===== config.mk =====
export PLATFORM = sky130hd
export DESIGN_NAME = mc_sequencer
export DESIGN_NICKNAME = d
export VERILOG_FILES = /design/src/rtl/mc_sequencer.sv
export SDC_FILE = /design/constraint.sdc
export NUM_CORES = 1
export LEC_CHECK = 0
export ABC_AREA = 1
export BUFFER_PORTS_ARGS = -buffer_cell sky130_fd_sc_hd__clkbuf_2
export CORE_ASPECT_RATIO = 0.9
export CORE_UTILIZATION = 30
export CTS_CLUSTER_SIZE = 40
export DETAILED_ROUTE_END_ITERATION = 12
export PLACE_DENSITY_LB_ADDON = 0.1
export SYNTH_ARGS = -nofsm -noshare
export SYNTH_HDL_FRONTEND = slang
export SYNTH_SLANG_ARGS = --single-unit
export TNS_END_PERCENT = 20

===== constraint.sdc =====
create_clock -name clk -period 4.65 [get_ports clk]
set_clock_uncertainty 0.2 [all_clocks]
set_input_delay 1.395 -clock clk [delete_from_list [all_inputs] [get_ports clk]]
set_output_delay 1.395 -clock clk [all_outputs]
set_load 0.1 [all_outputs]

===== src/rtl/mc_sequencer.sv =====
// mc_sequencer -- multi-cycle control sequencer for a small MIPS-style datapath.
//
// The FSM walks BOOT -> INTR -> FETCH -> DECODE -> EXEC -> MEM -> WB. Every
// instruction ends at a "boundary", where a pending INT diverts to INTR and
// otherwise the FSM returns to FETCH. The outputs are decoded from the state
// and the live IR fields (opCode/fnCode), zero and mem_ready. The IR holds the
// instruction until the boundary, so this block keeps no copy of the opcode.
//
// Ports:
//   clk, rst_n           clock, asynchronous active-low reset
//   INT                  level interrupt, sampled only at instruction boundaries
//   opCode, fnCode       ins[31:26], ins[5:0] from the IR
//   zero                 ALU zero flag (for beq)
//   mem_ready            memory handshake; the access completes on a high cycle
//   ir_we, pc_we, RegWrite, MemRead, MemWrite   datapath strobes
//   RegDst, ALUSrc, Mem2Reg                     datapath mux selects
//   op[2:0]              ALU op: 000 and, 001 or, 010 add, 110 sub, 111 slt
//   pc_sel[1:0]          0 PC+4, 1 branch target, 2 jump target, 3 entryPoint
//   state[2:0]           current FSM state, for debug
//   retired[31:0]        instructions retired (only with MC_SEQUENCER_RETIRE_CNT_EN)
//
// Optional feature macro: MC_SEQUENCER_RETIRE_CNT_EN adds the retired counter.

module mc_sequencer (
    input  logic       clk,
    input  logic       rst_n,
    input  logic       INT,
    input  logic [5:0] opCode,
    input  logic [5:0] fnCode,
    input  logic       zero,
    input  logic       mem_ready,
    output logic       ir_we,
    output logic       pc_we,
    output logic       RegWrite,
    output logic       MemRead,
    output logic       MemWrite,
    output logic       RegDst,
    output logic       ALUSrc,
    output logic       Mem2Reg,
    output logic [2:0] op,
    output logic [1:0] pc_sel,
    output logic [2:0] state
`ifdef MC_SEQUENCER_RETIRE_CNT_EN
    ,
    output logic [31:0] retired
`endif
);

    typedef enum logic [2:0] {
        BOOT   = 3'd0,
        FETCH  = 3'd1,
        DECODE = 3'd2,
        EXEC   = 3'd3,
        MEM    = 3'd4,
        WB     = 3'd5,
        INTR   = 3'd6,
        ILLEGAL = 3'd7
    } state_t;

    localparam logic [5:0] OP_RTYPE = 6'h00;
    localparam logic [5:0] OP_J     = 6'h02;
    localparam logic [5:0] OP_BEQ   = 6'h04;
    localparam logic [5:0] OP_ADDI  = 6'h08;
    localparam logic [5:0] OP_LW    = 6'h23;
    localparam logic [5:0] OP_SW    = 6'h2B;

    state_t cur, nxt;
    logic   boundary;   // the current cycle ends an instruction
    state_t bnd_state;

    assign state     = cur;
    assign bnd_state = INT ? INTR : FETCH;

    // R-type funct -> ALU op; unknown functs fall back to add.
    function automatic logic [2:0] alu_from_fn(input logic [5:0] fn);
        case (fn)
            6'h20:   alu_from_fn = 3'b010;
            6'h22:   alu_from_fn = 3'b110;
            6'h24:   alu_from_fn = 3'b000;
            6'h25:   alu_from_fn = 3'b001;
            6'h2A:   alu_from_fn = 3'b111;
            default: alu_from_fn = 3'b010;
        endcase
    endfunction

    always_comb begin
        ir_we    = 1'b0;
        pc_we    = 1'b0;
        RegWrite = 1'b0;
        MemRead  = 1'b0;
        MemWrite = 1'b0;
        RegDst   = 1'b0;
        ALUSrc   = 1'b0;
        Mem2Reg  = 1'b0;
        op       = 3'b000;
        pc_sel   = 2'd0;
        boundary = 1'b0;
        nxt      = cur;
        case (cur)
            BOOT: nxt = INTR;
            INTR: begin
                pc_we  = 1'b1;
                pc_sel = 2'd3;
                nxt    = FETCH;
            end
            FETCH: begin
                MemRead = 1'b1;
                ir_we   = mem_ready;
                pc_we   = mem_ready;
                if (mem_ready) nxt = DECODE;
            end
            DECODE: begin
                case (opCode)
                    OP_J: begin
                        pc_we    = 1'b1;
                        pc_sel   = 2'd2;
                        boundary = 1'b1;
                    end
                    OP_RTYPE, OP_BEQ, OP_ADDI, OP_LW, OP_SW: nxt = EXEC;
                    default: boundary = 1'b1;   // unsupported: retire as NOP
                endcase
            end
            EXEC: begin
                case (opCode)
                    OP_RTYPE: begin
                        op  = alu_from_fn(fnCode);
                        nxt = WB;
                    end
                    OP_LW, OP_SW: begin
                        ALUSrc = 1'b1;
                        op     = 3'b010;
                        nxt    = MEM;
                    end
                    OP_ADDI: begin
                        ALUSrc = 1'b1;
                        op     = 3'b010;
                        nxt    = WB;
                    end
                    OP_BEQ: begin
                        op       = 3'b110;
                        pc_sel   = 2'd1;
                        pc_we    = zero;
                        boundary = 1'b1;
                    end
                    default: boundary = 1'b1;
                endcase
            end
            MEM: begin
                MemRead  = (opCode == OP_LW);
                MemWrite = (opCode == OP_SW);
                if (mem_ready) begin
                    if (opCode == OP_LW) nxt = WB;
                    else                 boundary = 1'b1;
                end
            end
            WB: begin
                RegWrite = 1'b1;
                RegDst   = (opCode == OP_RTYPE);
                Mem2Reg  = (opCode == OP_LW);
                boundary = 1'b1;
            end
            default: nxt = BOOT;   // encoding 7 is never entered; recover
        endcase
        if (boundary) nxt = bnd_state;
    end

    always_ff @(posedge clk or negedge rst_n) begin
        if (!rst_n) cur <= BOOT;
        else        cur <= nxt;
    end

`ifdef MC_SEQUENCER_RETIRE_CNT_EN
    always_ff @(posedge clk or negedge rst_n) begin
        if (!rst_n)        retired <= 32'd0;
        else if (boundary) retired <= retired + 32'd1;
    end
`endif

endmodule


======== After elaboration in Yosys (flattened, before gate mapping) ========
Index checks and enable logic that the tools add are counted.
storage, ports and cells
  flip-flop bits (word level) ............. 3
  bits of input ports ..................... 17
  logic and storage cells ................. 60
cells by class
  eq/ne operators ......................... 21
  mux-type cells .......................... 30
  reduce and logical (&&, ||, !) cells .... 8
operators by type and width
  kind                                                    number
  == test 6 bit (second input constant)                   6
  two-way mux 3 bit                                       7
  case mux 3 bit (7 select lines)                         1
  two-way mux 1 bit                                       14
  inequality test 3 bit (second input constant)           4
  case mux 3 bit (4 select lines)                         1
  == test 3 bit (second input constant)                   3
  case mux 3 bit (3 select lines)                         1
  case mux 1 bit (4 select lines)                         2
  == test 3 x 2 -> 1 bit (second input constant)          2
  == test 6 x 2 -> 1 bit (second input constant)          1
  == test 6 x 3 -> 1 bit (second input constant)          1
  == test 6 x 4 -> 1 bit (second input constant)          1
  logical NOT 6 bit                                       1
  case mux 2 bit (3 select lines)                         1
  case mux 3 bit (2 select lines)                         1
  AND reduction 6 bit                                     1
  OR reduction 5 bit                                      1
  inequality test 4 x 3 -> 1 bit (second input constant)  1
  OR reduction 2 bit                                      2
  OR reduction 4 bit                                      1
  == test 3 x 1 -> 1 bit (second input constant)          1
  logical NOT 3 bit                                       1
  OR reduction 3 bit                                      1
  3 further kinds                                         3

======== Logic depth before layout (Yosys ltp) ========
  depth in word-level cells ............... 6
  gate-level depth with buffers ........... 13
  mapped depth without buffers ............ 13

======== Worst setup path after synthesis ========
Ideal clock, no wire load.
  kind .................................... input port to output port
  from .................................... input opCode[1]
  to ...................................... output MemWrite
  arrival time ............................ 4423 ps
  data required time ...................... 3055 ps
  slack ................................... -1368 ps
  stages .................................. 4
  path buffers ............................ 0
  cells stage by stage .................... inv_1 > nor2_2 > nand2_1 > nor4_1
on the way
  longest elaborated chain between the ends .. 2
RTL lines
  item                RTL line  source
  start: declaration  28        input logic [5:0] opCode,
  == test 6 bit       150       MemWrite = (opCode == OP_SW);
  two-way mux 1 bit   99        case (cur)
  end: declaration    36        output logic MemWrite,
Every way passes these cells.

======== Final worst setup path ========
  from .................................... input opCode[1]
  to ...................................... output op[1]
on the way
  longest elaborated chain between the ends .. 4
  elaborated cells between the ends (all ways) .. 8
RTL lines
  item                                                            RTL line  source
  == test 6 bit / == test 6 x 4 -> 1 bit (equally long branches)  124       case (opCode)
  OR reduction 3 bit (no line)                                    --
  case mux 3 bit (3 select lines) (*)                             124
  two-way mux 3 bit (*)                                           99
  end: declaration                                                40        output logic [2:0] op,
Mark *: on every way between the ends. The rest lies on a longest branch, timed or not.

==> out/results.ini <==
[status]
run_status=completed

[finish]
multi_input_area_um2=408
layout.area.seq_um2=75.1
syn_to_final_growth_pct=47.9
antenna_cells=0
final_nets=160
drive_above_1_share_pct=33.3
largest_reg_flops=3
fillers=189
final_cells=165

[setup_path]
reg2reg_to=state[1]
crit_family=simple AND/OR/NAND/NOR gates
path_buf_inv=3
timing_worst_setup_path_type=input pin to primary output
r2r-start=state[1]
cp-start-kind=input pin
critical_path.max_stage_delay_ps=270
cpMostUsedCell=nor2_1
rrSetupSlack_ps=2790
slowest_stage=a41oi_1
cp-end-kind=primary output
crit_path_max_fanout=3
worstPathRequired_ps=3050
crit_chain=clkbuf_2 -> nor2_1 -> nand2_1 -> nor2_1 -> inv_1 -> nor2_1 -> nor2_1 -> a41oi_1 -> buf_12
worstPathArrival_ps=2730
reg2reg_depth=11

[yosys]
synth_seq_cells=3
synth_compound_area_share_pct=10.6
seq_area_frac_synth_pct=13.5
postSynthAreaPerCell_um2=5.23
ys_warn_count=0
synth_fp_nets=124
ys_types=21
synth_cells=106
synth_xor_area_share_pct=0
synth-simple-area-share_pct=59.1
synth_mux_area_share_pct=0
synth_fa_ha_area_share_pct=2.26
synth_top_family_by_area=simple AND/OR/NAND/NOR gates
netlist_area_um2=554

[floorplanning]
ios=33
rows=14
start_util_pct=32.6
fp.dieH_um=42.8
fp.dieW_um=47.3
core-area_um2=1700
die-area_um2=2020

[hold_path]
hold_path.class=flop to flop
min-delay-start=state[0]
hold_path_depth=2
min_to=state[0]

[timing]
timing.final.max_slew_violations=0
worstMarginPinSlew_ps=543
fin_crit_sh_pct=93.0
slew_headroom_pct=64.0
fmax_mhz=231
rsz0062_at_grt=no
setup_viol=0
min_period_ps=4330
finalHoldViolCount=0

[cts]
post_cts_buffers=0
cts_tree=done
clkTransAtPathRegs_ps=40
worst_skew_pair.late_latency_ps=230
clock_path_buffers=2
cts_resized=0
htree_levels=1
cts_buffers=3
cts_root_buffer=clkbuf_4
cts_sinks=3
postCtsHoldBufs=0

[placed_design]
dpl.hpwl_um=1340
portBuffers=32
gp_congestion=0.806
placedCellCount=161

[global_route]
grt_max_degree=11
gr-usage-all-layers_pct=18.5
antenna_found_initial=0
grt_pass1_wl_um=2740
grt_pass1_vias=682
gr-total-overflow=0

[power_and_ir_drop]
p_total_mw=0.645
power_density_nw_per_um2=787
p_leak_nw=0.449
ir_drop_mv=0.366

[drt]
routed_wl_um=1600
viasPerCell=4.69
antenna_left=0
vias=774
drt_iter0_drc=15
wl_per_cell_um=9.72
drc=0
dr.pass1.iters=4

[flow_run]
maxCapViolations=0

layout make-up:
cell class                      count  area share, %
Multi-Input combinational cell     82           49.8
Timing Repair Buffer               32           25.0
Clock buffer                        4           3.21
Sequential cell                     3           9.16
Inverter                           20           9.16
Tap cell                           24           3.66
Yosys cell counts (all sizes together):
library cell / instances / share of area (%)
o2111ai: 1 / 1.6
o21ai: 3 / 2.7
inv: 20 / 14
nor3: 2 / 3.8
a41oi: 1 / 1.6
ha: 1 / 2.3
nand4: 1 / 1.1
buf: 1 / 0.90
nand2: 28 / 21
nor2: 20 / 14
a21oi: 4 / 3.6
dfrtp: 3 / 14
nor4: 1 / 1.1
nand3: 17 / 15
o22ai: 1 / 1.1
and3: 1 / 1.1
nand3b: 1 / 1.4
cells by family after synthesis:
family / after synthesis
AO/OA/AOI/OAI: 10
adder cells (fa/ha/maj): 1
buffers and inverters: 21
flip-flops: 3
AND/OR/NAND/NOR: 71
metrics by stage:
stage	instance area, µm²	hold WS, ps	utilization [%]	setup WS (ps)	setup TNS [ps]
floorplan	563	845	-	-601	-2810
global placement	793	450	46.7	398	0
detailed placement	793	472	46.7	310	0
CTS	820	478	48.2	309	0
global route	820	505	48.2	129	0
finish	820	474	48.2	324	0
worst max path at each step:
stage	slack, ps	cells after the start	startpoint	end
global placement	400	9	opCode[1]	op[1]
CTS	310	9	opCode[1]	op[1]
detailed placement	310	9	opCode[5]	op[1]
global route	130	9	opCode[5]	op[1]
finish	320	9	opCode[1]	op[1]
floorplan	-600	5	state[2]	Mem2Reg
routing by layer:
metal	GRT usage, %	vias up	wire length [µm]
li1	-	414	-
met1	26.1	332	815
met2	27.7	24	700
met3	3.83	4	73
met4	5.14	0	14
met5	0	-	0
worst register-to-register path, cell delays in order (launching register included):
cell and delay [ps]:
dfrtp_1 510, inv_2 110, nor2_1 180, nand2_1 80, nor2_1 120, nand2_1 80
nand3_1 120, nand2_2 90, nand2_2 100, inv_2 40, nand2_1 50, nand2_1 60
power by group:
part / switching [mW] / internal (mW) / total (mW)
Clock: 0.0128 / 0.0321 / 0.0450
Combinational: 0.408 / 0.112 / 0.520
Sequential: 0.0375 / 0.0420 / 0.0795
cell usage in the layout, fill, tap and decap left out, drive strengths merged:
master and instances:
clkbuf 33, nand2 28, inv 20, nor2 20, nand3 17, a21oi 4
buf 3, dfrtp 3, o21ai 3, nor3 2, nand4 1, a41oi 1
nand3b 1, nor4 1, o2111ai 1, and3 1, o22ai 1, ha 1
Note: power is estimated with default switching activity, not from simulation.
